$ cat src/rtl/fpu_pkg.sv
// Shared widths and tag layout for the FPU writeback path.
// A tag is {to_int, rd}; a buffered result entry is {data, tag}.
package fpu_pkg;
   localparam int unsigned DATA_W  = 32;
   localparam int unsigned REG_W   = 5;
   localparam int unsigned TAG_W   = REG_W + 1;
   localparam int unsigned ENTRY_W = DATA_W + TAG_W;

   typedef struct packed {
      logic             to_int;
      logic [REG_W-1:0] rd;
   } tag_t;
endpackage

$ cat src/rtl/fpu_sync_fifo.sv
// Synchronous FIFO with head-of-queue read port and occupancy count.
// Pointers carry one extra wrap bit so full and empty are distinguishable.
module fpu_sync_fifo #(
   parameter int unsigned WIDTH = 8,
   parameter int unsigned DEPTH = 4,
   localparam int unsigned AW   = $clog2(DEPTH)
) (
   input  logic             clk,
   input  logic             rst,
   input  logic             push,
   input  logic [WIDTH-1:0] din,
   input  logic             pop,
   output logic [WIDTH-1:0] dout,
   output logic             full,
   output logic             empty,
   output logic [AW:0]      count
);
   logic [WIDTH-1:0] mem [DEPTH];
   logic [AW:0]      wptr;
   logic [AW:0]      rptr;
   logic             do_push;
   logic             do_pop;

   assign do_push = push && !full;
   assign do_pop  = pop && !empty;

   always_ff @(posedge clk or posedge rst) begin
      if (rst) begin
         wptr <= '0;
         rptr <= '0;
         for (int unsigned i = 0; i < DEPTH; i++) begin
            mem[i] <= '0;
         end
      end else begin
         if (do_push) begin
            mem[wptr[AW-1:0]] <= din;
            wptr              <= wptr + 1'b1;
         end
         if (do_pop) begin
            rptr <= rptr + 1'b1;
         end
      end
   end

   assign dout  = mem[rptr[AW-1:0]];
   assign count = wptr - rptr;
   assign empty = (wptr == rptr);
   assign full  = (wptr[AW] != rptr[AW]) && (wptr[AW-1:0] == rptr[AW-1:0]);
endmodule

$ cat src/rtl/fpu_wb_queue.sv
// Pairs in-order FPU results with their issue-time destination tags and
// buffers them for writeback; issue is credit-gated so results never overflow.
module fpu_wb_queue
   import fpu_pkg::*;
#(
   parameter int unsigned DEPTH = 4,
   parameter int unsigned CNT_W = $clog2(DEPTH) + 1
) (
   input  logic              clk,
   input  logic              rst,
   input  logic              issue_valid,
   output logic              issue_ready,
   input  logic [REG_W-1:0]  issue_rd,
   input  logic              issue_to_int,
   input  logic [DATA_W-1:0] fpu_res,
   input  logic              fpu_valid,
   output logic              wb_valid,
   input  logic              wb_ready,
   output logic [DATA_W-1:0] wb_data,
   output logic [REG_W-1:0]  wb_rd,
   output logic              wb_to_int,
   output logic [CNT_W-1:0]  inflight,
   output logic              busy,
   output logic              err_orphan
);
   tag_t               tag_in;
   tag_t               wb_tag;
   logic [TAG_W-1:0]   tag_head;
   logic [ENTRY_W-1:0] res_head;
   logic               tag_push, tag_full, tag_empty;
   logic               res_push, res_pop, res_full, res_empty;
   logic [CNT_W-1:0]   tag_cnt, res_cnt;
   logic [CNT_W:0]     used;

   assign tag_in   = '{to_int: issue_to_int, rd: issue_rd};
   assign tag_push = issue_valid && issue_ready;
   // A result with no outstanding tag is dropped rather than paired with a same-cycle issue.
   assign res_push = fpu_valid && !tag_empty;
   assign res_pop  = wb_valid && wb_ready;

   fpu_sync_fifo #(.WIDTH(TAG_W), .DEPTH(DEPTH)) u_tag_fifo (
      .clk   (clk),
      .rst   (rst),
      .push  (tag_push),
      .din   (tag_in),
      .pop   (res_push),
      .dout  (tag_head),
      .full  (tag_full),
      .empty (tag_empty),
      .count (tag_cnt)
   );

   fpu_sync_fifo #(.WIDTH(ENTRY_W), .DEPTH(DEPTH)) u_res_fifo (
      .clk   (clk),
      .rst   (rst),
      .push  (res_push),
      .din   ({fpu_res, tag_head}),
      .pop   (res_pop),
      .dout  (res_head),
      .full  (res_full),
      .empty (res_empty),
      .count (res_cnt)
   );

   // Credits come from registered counts only; a same-cycle wb pop is not counted.
   assign used        = {1'b0, tag_cnt} + {1'b0, res_cnt};
   assign issue_ready = (used < (CNT_W + 1)'(DEPTH));

   assign wb_valid  = !res_empty;
   assign wb_data   = res_head[ENTRY_W-1 -: DATA_W];
   assign wb_tag    = res_head[TAG_W-1:0];
   assign wb_rd     = wb_tag.rd;
   assign wb_to_int = wb_tag.to_int;
   assign inflight  = tag_cnt;
   assign busy      = !tag_empty || !res_empty;

   always_ff @(posedge clk or posedge rst) begin
      if (rst) begin
         err_orphan <= 1'b0;
      end else if (fpu_valid && tag_empty) begin
         err_orphan <= 1'b1;
      end
   end

   a_no_res_overflow: assert property (@(posedge clk) disable iff (rst) !(res_push && res_full));
   a_no_tag_overflow: assert property (@(posedge clk) disable iff (rst) !(tag_push && tag_full));
endmodule
$ cat config.mk
export PLATFORM = sky130hd
export DESIGN_NAME = fpu_wb_queue
export DESIGN_NICKNAME = d
export VERILOG_FILES = /design/src/rtl/fpu_pkg.sv /design/src/rtl/fpu_sync_fifo.sv /design/src/rtl/fpu_wb_queue.sv
export SDC_FILE = /design/constraint.sdc
export NUM_CORES = 1
export LEC_CHECK = 0
export BUFFER_PORTS_ARGS = -buffer_cell sky130_fd_sc_hd__buf_2
export CAP_MARGIN = 25
export CORE_UTILIZATION = 59
export DETAILED_ROUTE_END_ITERATION = 8
export GPL_TIMING_DRIVEN = 0
export HOLD_SLACK_MARGIN = 0.05
export PLACE_DENSITY = 0.82
export RECOVER_POWER = 50
export SLEW_MARGIN = 20
export SYNTH_ARGS = -nofsm -noshare
export SYNTH_HDL_FRONTEND = slang
export SYNTH_HIERARCHICAL = 1
export SYNTH_SLANG_ARGS = --single-unit
$ cat constraint.sdc
create_clock -name clk -period 5.8 [get_ports clk]
set_input_delay 0.87 -clock clk [delete_from_list [all_inputs] [get_ports clk]]
set_output_delay 0.87 -clock clk [all_outputs]
set_load 0.03 [all_outputs]
# Yosys cells after proc, flatten, opt, wreduce, memory -nomap -nowiden
# Cells that the tools add are included.
[classes]
n_lt_le_gt_ge = 7
n_reduce_logical = 17
bitwise_logic = 4
eq_ne = 6
addsub = 7
muxes = 12
[ops]
columns = ["cell", "count"]
rows = [
  ["$bwmux W152", 1],
  ["$mux W38", 3],
  ["$bmux W38 S2", 1],
  ["$demux W38 S2", 1],
  ["$bwmux W24", 1],
  ["$mux W6", 3],
  ["$add A3 B1 Y3 const B", 4],
  ["$bmux W6 S2", 1],
  ["$demux W6 S2", 1],
  ["$ge A3 B3 Y1 const B", 4],
  ["$logic_and A1 B1 Y1", 12],
  ["$not A2 Y3", 4],
  ["$eq A3 B3 Y1", 2],
  ["$lt A3 B1 Y1 const B", 2],
  ["$sub A3 B3 Y3", 2],
  ["$add A3 B3 Y4", 1],
  ["$eq A2 B2 Y1", 2],
  ["$logic_not A1 Y1", 4],
  ["$lt A4 B3 Y1 const B", 1],
  ["$ne A1 B1 Y1", 2],
  ["$logic_or A1 B1 Y1", 1],
]
[word_totals]
input_bits = 43
regBits = 189
word_cells = 66

# Longest topological paths before layout
# Gate-level depths: netlist of run 1.
[depth]
word_depth = 6
ltp_mapped = 11
depth_no_buf = 11

# By module
# The synthesis of run 1 kept the hierarchy.
[by_module_without_submodules]
columns = ["module", "cells_per_inst", "n_inst", "area_per_inst_um2"]
rows = [
  ["fpu_sync_fifo at u_res_fifo", 413, 1, 7248.2],
  ["fpu_sync_fifo at u_tag_fifo", 104, 1, 1539.0],
  ["fpu_wb_queue", 13, 1, 117.6],
]

# Worst setup path before layout of run 1
# Ideal clock, no wire load.
[synth_path]
path_type = "register to output"
start = "reg u_tag_fifo.rptr[1]"
end = "out issue_ready"
path_slack_ns = 1.844
n_path_buf = 1
path_stages_with_launch = 7
t_arrival_ns = 3.086
cell_sequence = "dfrtp_1 > clkbuf_1 > inv_1 > fa_1 > xnor2_1 > ha_1 > nor4_1"
[synth_between]
elab_chain_cells = 3
[synth_rtl]
columns = ["element", "line", "rtl"]
rows = [
  ["from (decl)", "fpu_sync_fifo.sv:20", "logic [AW:0] rptr;"],
  ["from (signal assigned)", "fpu_sync_fifo.sv:40", "rptr <= rptr + 1'b1;"],
  ["$sub A3 B3 Y3", "fpu_sync_fifo.sv:46", "assign count = wptr - rptr;"],
  ["net inflight[2]", "fpu_wb_queue.sv:22", "output logic [CNT_W-1:0] inflight,"],
  ["$add A3 B3 Y4", "fpu_wb_queue.sv:66", "assign used = {1'b0, tag_cnt} + {1'b0, res_cnt};"],
  ["$lt A4 B3 Y1", "fpu_wb_queue.sv:67", "assign issue_ready = (used < (CNT_W + 1)'(DEPTH));"],
  ["to (decl)", "fpu_wb_queue.sv:12", "output logic issue_ready,"],
]
# The timed path passes the listed nets, and every way through them passes these cells.

# Final worst setup path of run 1
[layout_path]
start = "reg u_res_fifo.rptr[1]"
end = "out issue_ready"
[layout_between]
elab_chain_cells = 3
[layout_rtl]
columns = ["element", "line", "rtl"]
rows = [
  ["from (decl)", "fpu_sync_fifo.sv:20", ""],
  ["from (signal assigned)", "fpu_sync_fifo.sv:40", ""],
  ["$sub A3 B3 Y3", "fpu_sync_fifo.sv:46", ""],
  ["net res_cnt[1]", "fpu_wb_queue.sv:32", "logic [CNT_W-1:0] tag_cnt, res_cnt;"],
  ["$add A3 B3 Y4", "fpu_wb_queue.sv:66", ""],
  ["$lt A4 B3 Y1", "fpu_wb_queue.sv:67", ""],
]
# The timed path passes the listed nets, and every way through them passes these cells.

==> run_results.csv, run 1 <==
group,metric,value,unit
cts,clock_sinks,189,
floorplanning,start_util,60.7,%
cts,cts_buffers,17,
cells_and_area,fillers,972,
sta,finalClockSkew,8.07,ps
global_route,grt_max_degree,81,
cts,cts_tree,"yes",
drt,drt-met1-wl,7640,µm
floorplanning,die_w,125,µm
global_route,antenna_found_initial,2,
sta,layout_min_cycle_time,3810,ps
critical_path,slowest_delay,560,ps
critical_path,arrival,2940,ps
cts,root_buffer,"clkbuf_16",
global_route,grt_pass1_vias,5473,
placement,place.gp.congestion,0.802,
cts,cts_setup_buffers,0,
drt,vias,4895,
critical_path,crit_path_top_delay_cell,"clkbuf_1",
drt,wl_met2,9240,µm
critical_path,path_delay_family,"buffers and inverters",
sta,slew_headroom,-138,%
drt,drt_iter0_drc,289,
floorplanning,die_area,15600,µm²
drt,wl,17800,µm
placement,dp_hpwl,12000,µm
status,status,"complete, but fails checks",
drt,wl_met3,707,µm
critical_path,criticalPathCategory,"register to output pin",
sta,slew_viol_final,79,
sta,post-route-period-util,65.7,%
cells_and_area,drive_above_1_share,51.7,%
drt,postRouteAntennaNets,0,
critical_path,cp-startpoint,"u_res_fifo/rptr[1]",
sta,max_clock_freq,0.262,GHz
critical_path,worst-path-stages,7,
sta,tightest_slew,3560,ps
cells_and_area,nets,697,
floorplanning,die_h,125,µm
global_route,grt_pass1_wl,30000,µm
cells_and_area,layout_common_cells,"dfrtp_1, mux2_2, buf_2, mux2_4, mux4_2",
placement,preCtsSetupSlack,2170,ps
cts,hold_buffers,0,
critical_path,required,4930,ps
synth,syn_nets,589,
sta,finalWorstSetupSlack,1990,ps
global_route,overflow,0,
critical_path,endpoint,"issue_ready",
floorplanning,io_pins,88,
global_route,grt_usage,25.5,%
cells_and_area,areaGrowthSynthToFinish,14.4,%
synth,synth.cell_area,8890,µm²
cells_and_area,final_common_cell,"dfrtp_1",
floorplanning,rows,44,
worst_hold_path,hold_class,"input pin to async pin",
synth,post_synth.cell_area_avg,16.8,µm²
critical_path,crit-reg2reg-capture,"u_tag_fifo/mem[1]",
drt,first_pass_iters,6,
sta,rsz0062_at_grt,"false",
critical_path,worstPathMaxFanout,10,
drt,drc,24,
drt,top_layer,"met4",
job,cap_violations,1,
critical_path,path_cells,"clkbuf_1 -> inv_1 -> fa_1 -> ha_1 -> and3_4 -> nor4_1 -> buf_2",
cts,cts_htree_levels,4,
critical_path,cp.buffers_inverters,3,
floorplanning,core_area,14600,µm²
critical_path,r2r-start,"u_res_fifo/rptr[1]",
cts,clk_path_buf_depth,2,
cts,clock_latency,430,ps
critical_path,rrSetupSlack,2170,ps
critical_path,ff2ff_path_depth,10,
critical_path,crit_path_start_kind,"register",
drt,detail_route.wl_per_cell,21.3,µm
cts,cts_resized,0,
drt,vias_per_cell,5.88,
synth,ys_warn_count,6,
synth,netlist_instances,528,
cts,path_clk_slew,60,ps
critical_path,endpoint_kind,"output pin",
placement,portBuffers,87,
sta,finalSetupViolCount,0,
sta,hold_violations,0,
status,violations,"DRC, capacitance limit, slew limit",
## worst reg2reg max path, cell delays in order, from the launching register on
cell	delay (ps)
dfrtp_1	420
clkbuf_1	560
inv_1	180
fa_1	440
xnor2_1	140
ha_1	300
nand2b_1	170
nor4_2	410
nand2_1	250
a21oi_4	300
mux2_1	360
## how the worst min path moves through the flow
stage | from | end | slack [ps] | depth (start not counted)
floorplan | u_tag_fifo/mem[10] | u_tag_fifo/mem[10] | 450 | 1
global placement | err_orphan | err_orphan | 430 | 1
detailed placement | err_orphan | err_orphan | 450 | 1
CTS | rst | err_orphan | 310 | 2
global route | rst | err_orphan | 310 | 2
finish | rst | err_orphan | 290 | 2
## flip-flops by register name, summed over array words and instances (netlist names)
register,flops
err_orphan,1
u_tag_fifo/rptr,3
u_res_fifo/wptr,3
u_res_fifo/mem,152
u_tag_fifo/wptr,3
u_res_fifo/rptr,3
u_tag_fifo/mem,24
## through the flow
step / util, % / std cells / hold WS (ps) / TNS, ps / instance area [µm²]
2_1_floorplan: - / 528 / 452 / 0 / 8890
6_report: 69.5 / 833 / 294 / 0 / 10200
5_1_grt: 69.5 / 832 / 311 / 0 / 10200
3_3_place_gp: 65.3 / 799 / 433 / -93130 / 9560
4_1_cts: 69.7 / 832 / 308 / 0 / 10200
3_5_place_dp: 65.6 / 801 / 448 / 0 / 9610
## layer usage
layer | up-vias | global-route usage (%)
li1 | 2154 | -
met1 | 2631 | 33.1
met2 | 94 | 43.0
met3 | 16 | 5.54
met4 | 0 | 8.13
met5 | - | 0
## final cells by class
| class | count | area [µm²] | area share (%) |
|---|---|---|---|
| clock inverters | 6 | 108 | 1.06 |
| flip-flops and latches | 189 | 4730 | 46.5 |
| diodes | 1 | 2.50 | 0.0246 |
| clock buffers | 25 | 495 | 4.87 |
| inverters | 14 | 53.8 | 0.529 |
| multi-input cells | 298 | 3920 | 38.5 |
| plain buffers | 27 | 188 | 1.84 |
| well taps | 184 | 230 | 2.26 |
| repair buffers | 89 | 454 | 4.46 |
Power of run 1 is left out: the tool's default activity adds up to more than one toggle a clock period on the data nets, which glitch-free logic cannot reach.
==> inputs of run 2 (changes only) <==
--- a/config.mk
+++ b/config.mk
@@ -7,11 +7,11 @@
 export LEC_CHECK = 0
 export BUFFER_PORTS_ARGS = -buffer_cell sky130_fd_sc_hd__buf_2
 export CAP_MARGIN = 25
-export CORE_UTILIZATION = 59
+export CORE_UTILIZATION = 54
 export DETAILED_ROUTE_END_ITERATION = 8
 export GPL_TIMING_DRIVEN = 0
 export HOLD_SLACK_MARGIN = 0.05
-export PLACE_DENSITY = 0.82
+export PLACE_DENSITY = 0.79
 export RECOVER_POWER = 50
 export SLEW_MARGIN = 20
 export SYNTH_ARGS = -nofsm -noshare
==> constraint.sdc (replaced) <==
create_clock -name clk -period 3.45 [get_ports clk]
set_input_delay 0.5175 -clock clk [delete_from_list [all_inputs] [get_ports clk]]
set_output_delay 0.5175 -clock clk [all_outputs]
set_load 0.03 [all_outputs]
==> run 2 against run 1 <==
  * Final cell count up 4.4%
  * First-iteration DRC count decreased by 53%
  * Critical path type is now register to register
  * Critical path depth is 3 higher
  * The flow finishes with violations (capacitance limit, slew limit)
  * Count of clock-buffer cells in the layout fell by 2
  * Worst setup slack worse by 1700 ps
  * Non-clock buffer count up 3
  * Global-route usage shrank 2.6 points
  * Sequential share of layout area down 0.40 points
  * Clock skew fell by 1.9 ps
==> run_results.csv, run 2 (same netlist as run 1, synthesis figures left out) <==
group,metric,value,unit
status,status,"complete, but fails checks",
status,violations,"capacitance limit, slew limit",
drt,drc,0,
critical_path,crit_path_start_kind,"register",
cts,path_clk_slew,60,ps
global_route,grt_max_degree,37,
cts,clock_sinks,189,
cts,cts_setup_buffers,0,
global_route,grt_usage,22.9,%
drt,drt_iter0_drc,137,
cells_and_area,layout_common_cells,"dfrtp_1, mux2_2, buf_2, mux2_4, mux4_2",
cells_and_area,largest_reg_flops,152,
critical_path,criticalPathCategory,"register to register",
floorplanning,die_h,130,µm
critical_path,arrival,3500,ps
global_route,antenna_found_initial,2,
sta,rsz0062_at_grt,"false",
cells_and_area,fillers,1177,
critical_path,required,3760,ps
critical_path,ff2ff_path_depth,10,
worst_hold_path,min_to,"err_orphan",
sta,finalClockSkew,6.19,ps
critical_path,cp-startpoint,"u_res_fifo/rptr[1]",
drt,vias_per_cell,5.53,
sta,layout_min_cycle_time,3190,ps
sta,tightest_slew,1550,ps
floorplanning,die_w,130,µm
cts,clk_path_buf_depth,2,
drt,first_pass_iters,4,
critical_path,rrSetupSlack,260,ps
floorplanning,rows,46,
critical_path,endpoint_kind,"register",
placement,dp_hpwl,12500,µm
worst_hold_path,min-delay-start,"fpu_valid",
drt,detail_route.wl_per_cell,20.0,µm
floorplanning,start_util,55.6,%
sta,post-route-period-util,92.4,%
floorplanning,core_area,16000,µm²
global_route,overflow,0,
worst_hold_path,hold_class,"input pin to register",
placement,portBuffers,87,
cells_and_area,ff_latch_area,4730,µm²
critical_path,worstPathMaxFanout,10,
drt,postRouteAntennaNets,0,
placement,place.gp.congestion,0.748,
cts,root_buffer,"clkbuf_16",
cells_and_area,nets,700,
floorplanning,io_pins,88,
floorplanning,die_area,17000,µm²
cts,cts_tree,"yes",
global_route,grt_pass1_vias,5452,
cells_and_area,areaGrowthSynthToFinish,15.4,%
sta,slew_viol_final,37,
sta,hold_violations,0,
cells_and_area,largest_register,"u_res_fifo/mem",
drt,wl,17400,µm
sta,finalWorstSetupSlack,261,ps
job,cap_violations,1,
cells_and_area,multiInputGateArea,3930,µm²
cells_and_area,final_common_cell,"dfrtp_1",
cts,clock_latency,430,ps
critical_path,crit-reg2reg-capture,"u_tag_fifo/mem[0]",
worst_hold_path,hold_depth,2,
global_route,grt_pass1_wl,28700,µm
cts,cts_htree_levels,4,
cells_and_area,largest_registers,"u_res_fifo/mem (152), u_tag_fifo/mem (24)",
placement,preCtsSetupSlack,-235,ps
critical_path,r2r-start,"u_res_fifo/rptr[1]",
cts,cts_buffers,17,
drt,vias,4815,
sta,finalSetupViolCount,0,
sta,max_clock_freq,0.314,GHz
sta,slew_headroom,-3.66,%
cells_and_area,drive_above_1_share,52.3,%
==> run 2: through the flow <==
stage	util, %	hold WS, ps	TNS (ps)	cell area [µm²]	std cells
floorplan	-	246	0	8900	528
global route	64.1	295	0	10300	868
detailed placement	60.8	393	-3690	9730	836
global placement	60.1	391	-2090	9610	831
finish	64.2	310	0	10300	870
CTS	64.6	292	0	10300	868
==> run 2: how the worst max path moves through the flow <==
| stage | to | slack (ps) | cells past startpoint |
|---|---|---|---|
| 4_1_cts | u_tag_fifo/mem[0] | 60 | 10 |
| 3_3_place_gp | u_tag_fifo/mem[4] | -160 | 10 |
| 3_5_place_dp | u_tag_fifo/mem[0] | -240 | 10 |
| 5_1_grt | u_tag_fifo/mem[1] | 50 | 10 |
| 2_1_floorplan | u_tag_fifo/mem[0] | 40 | 10 |
| 6_report | u_tag_fifo/mem[0] | 260 | 10 |
==> run 2: timing repair <==
item                                   4_1_cts  5_1_grt
gates resized for setup                      1        2
hold buffers                                 1        0
pin swaps                                    0        0
endpoints found under the hold margin        1        0
setup endpoints to repair                   25       24
==> run 2: critical path, cell delays in order, from the launching register on <==
cell and delay [ps]:
dfrtp_1 470, clkbuf_4 310, inv_1 110, fa_1 410
xnor2_1 190, ha_1 270, nand2b_1 180, nor4_4 260
nand2_1 210, a21oi_4 290, mux2_1 360
==> run 2: final cells by class <==
| type | count | share of cell area [%] |
|---|---|---|
| antenna | 2 | 0.0487 |
| buffer | 26 | 1.84 |
| clock inverter | 9 | 1.06 |
| sequential | 189 | 46.1 |
| timing repair buffer | 93 | 4.78 |
| tap | 216 | 2.63 |
| clock buffer | 23 | 4.75 |
| inverter | 14 | 0.524 |
| multi-input combinational | 298 | 38.3 |
==> run 2: per-layer routing <==
layer	up-vias	GRT usage, %	wire, µm
met2	80	37.4	8820
met3	15	6.72	778
met1	2549	29.5	7660
met4	0	7.37	166
li1	2171	-	-
met5	-	0	0
Power of run 2 is left out for the same reason.
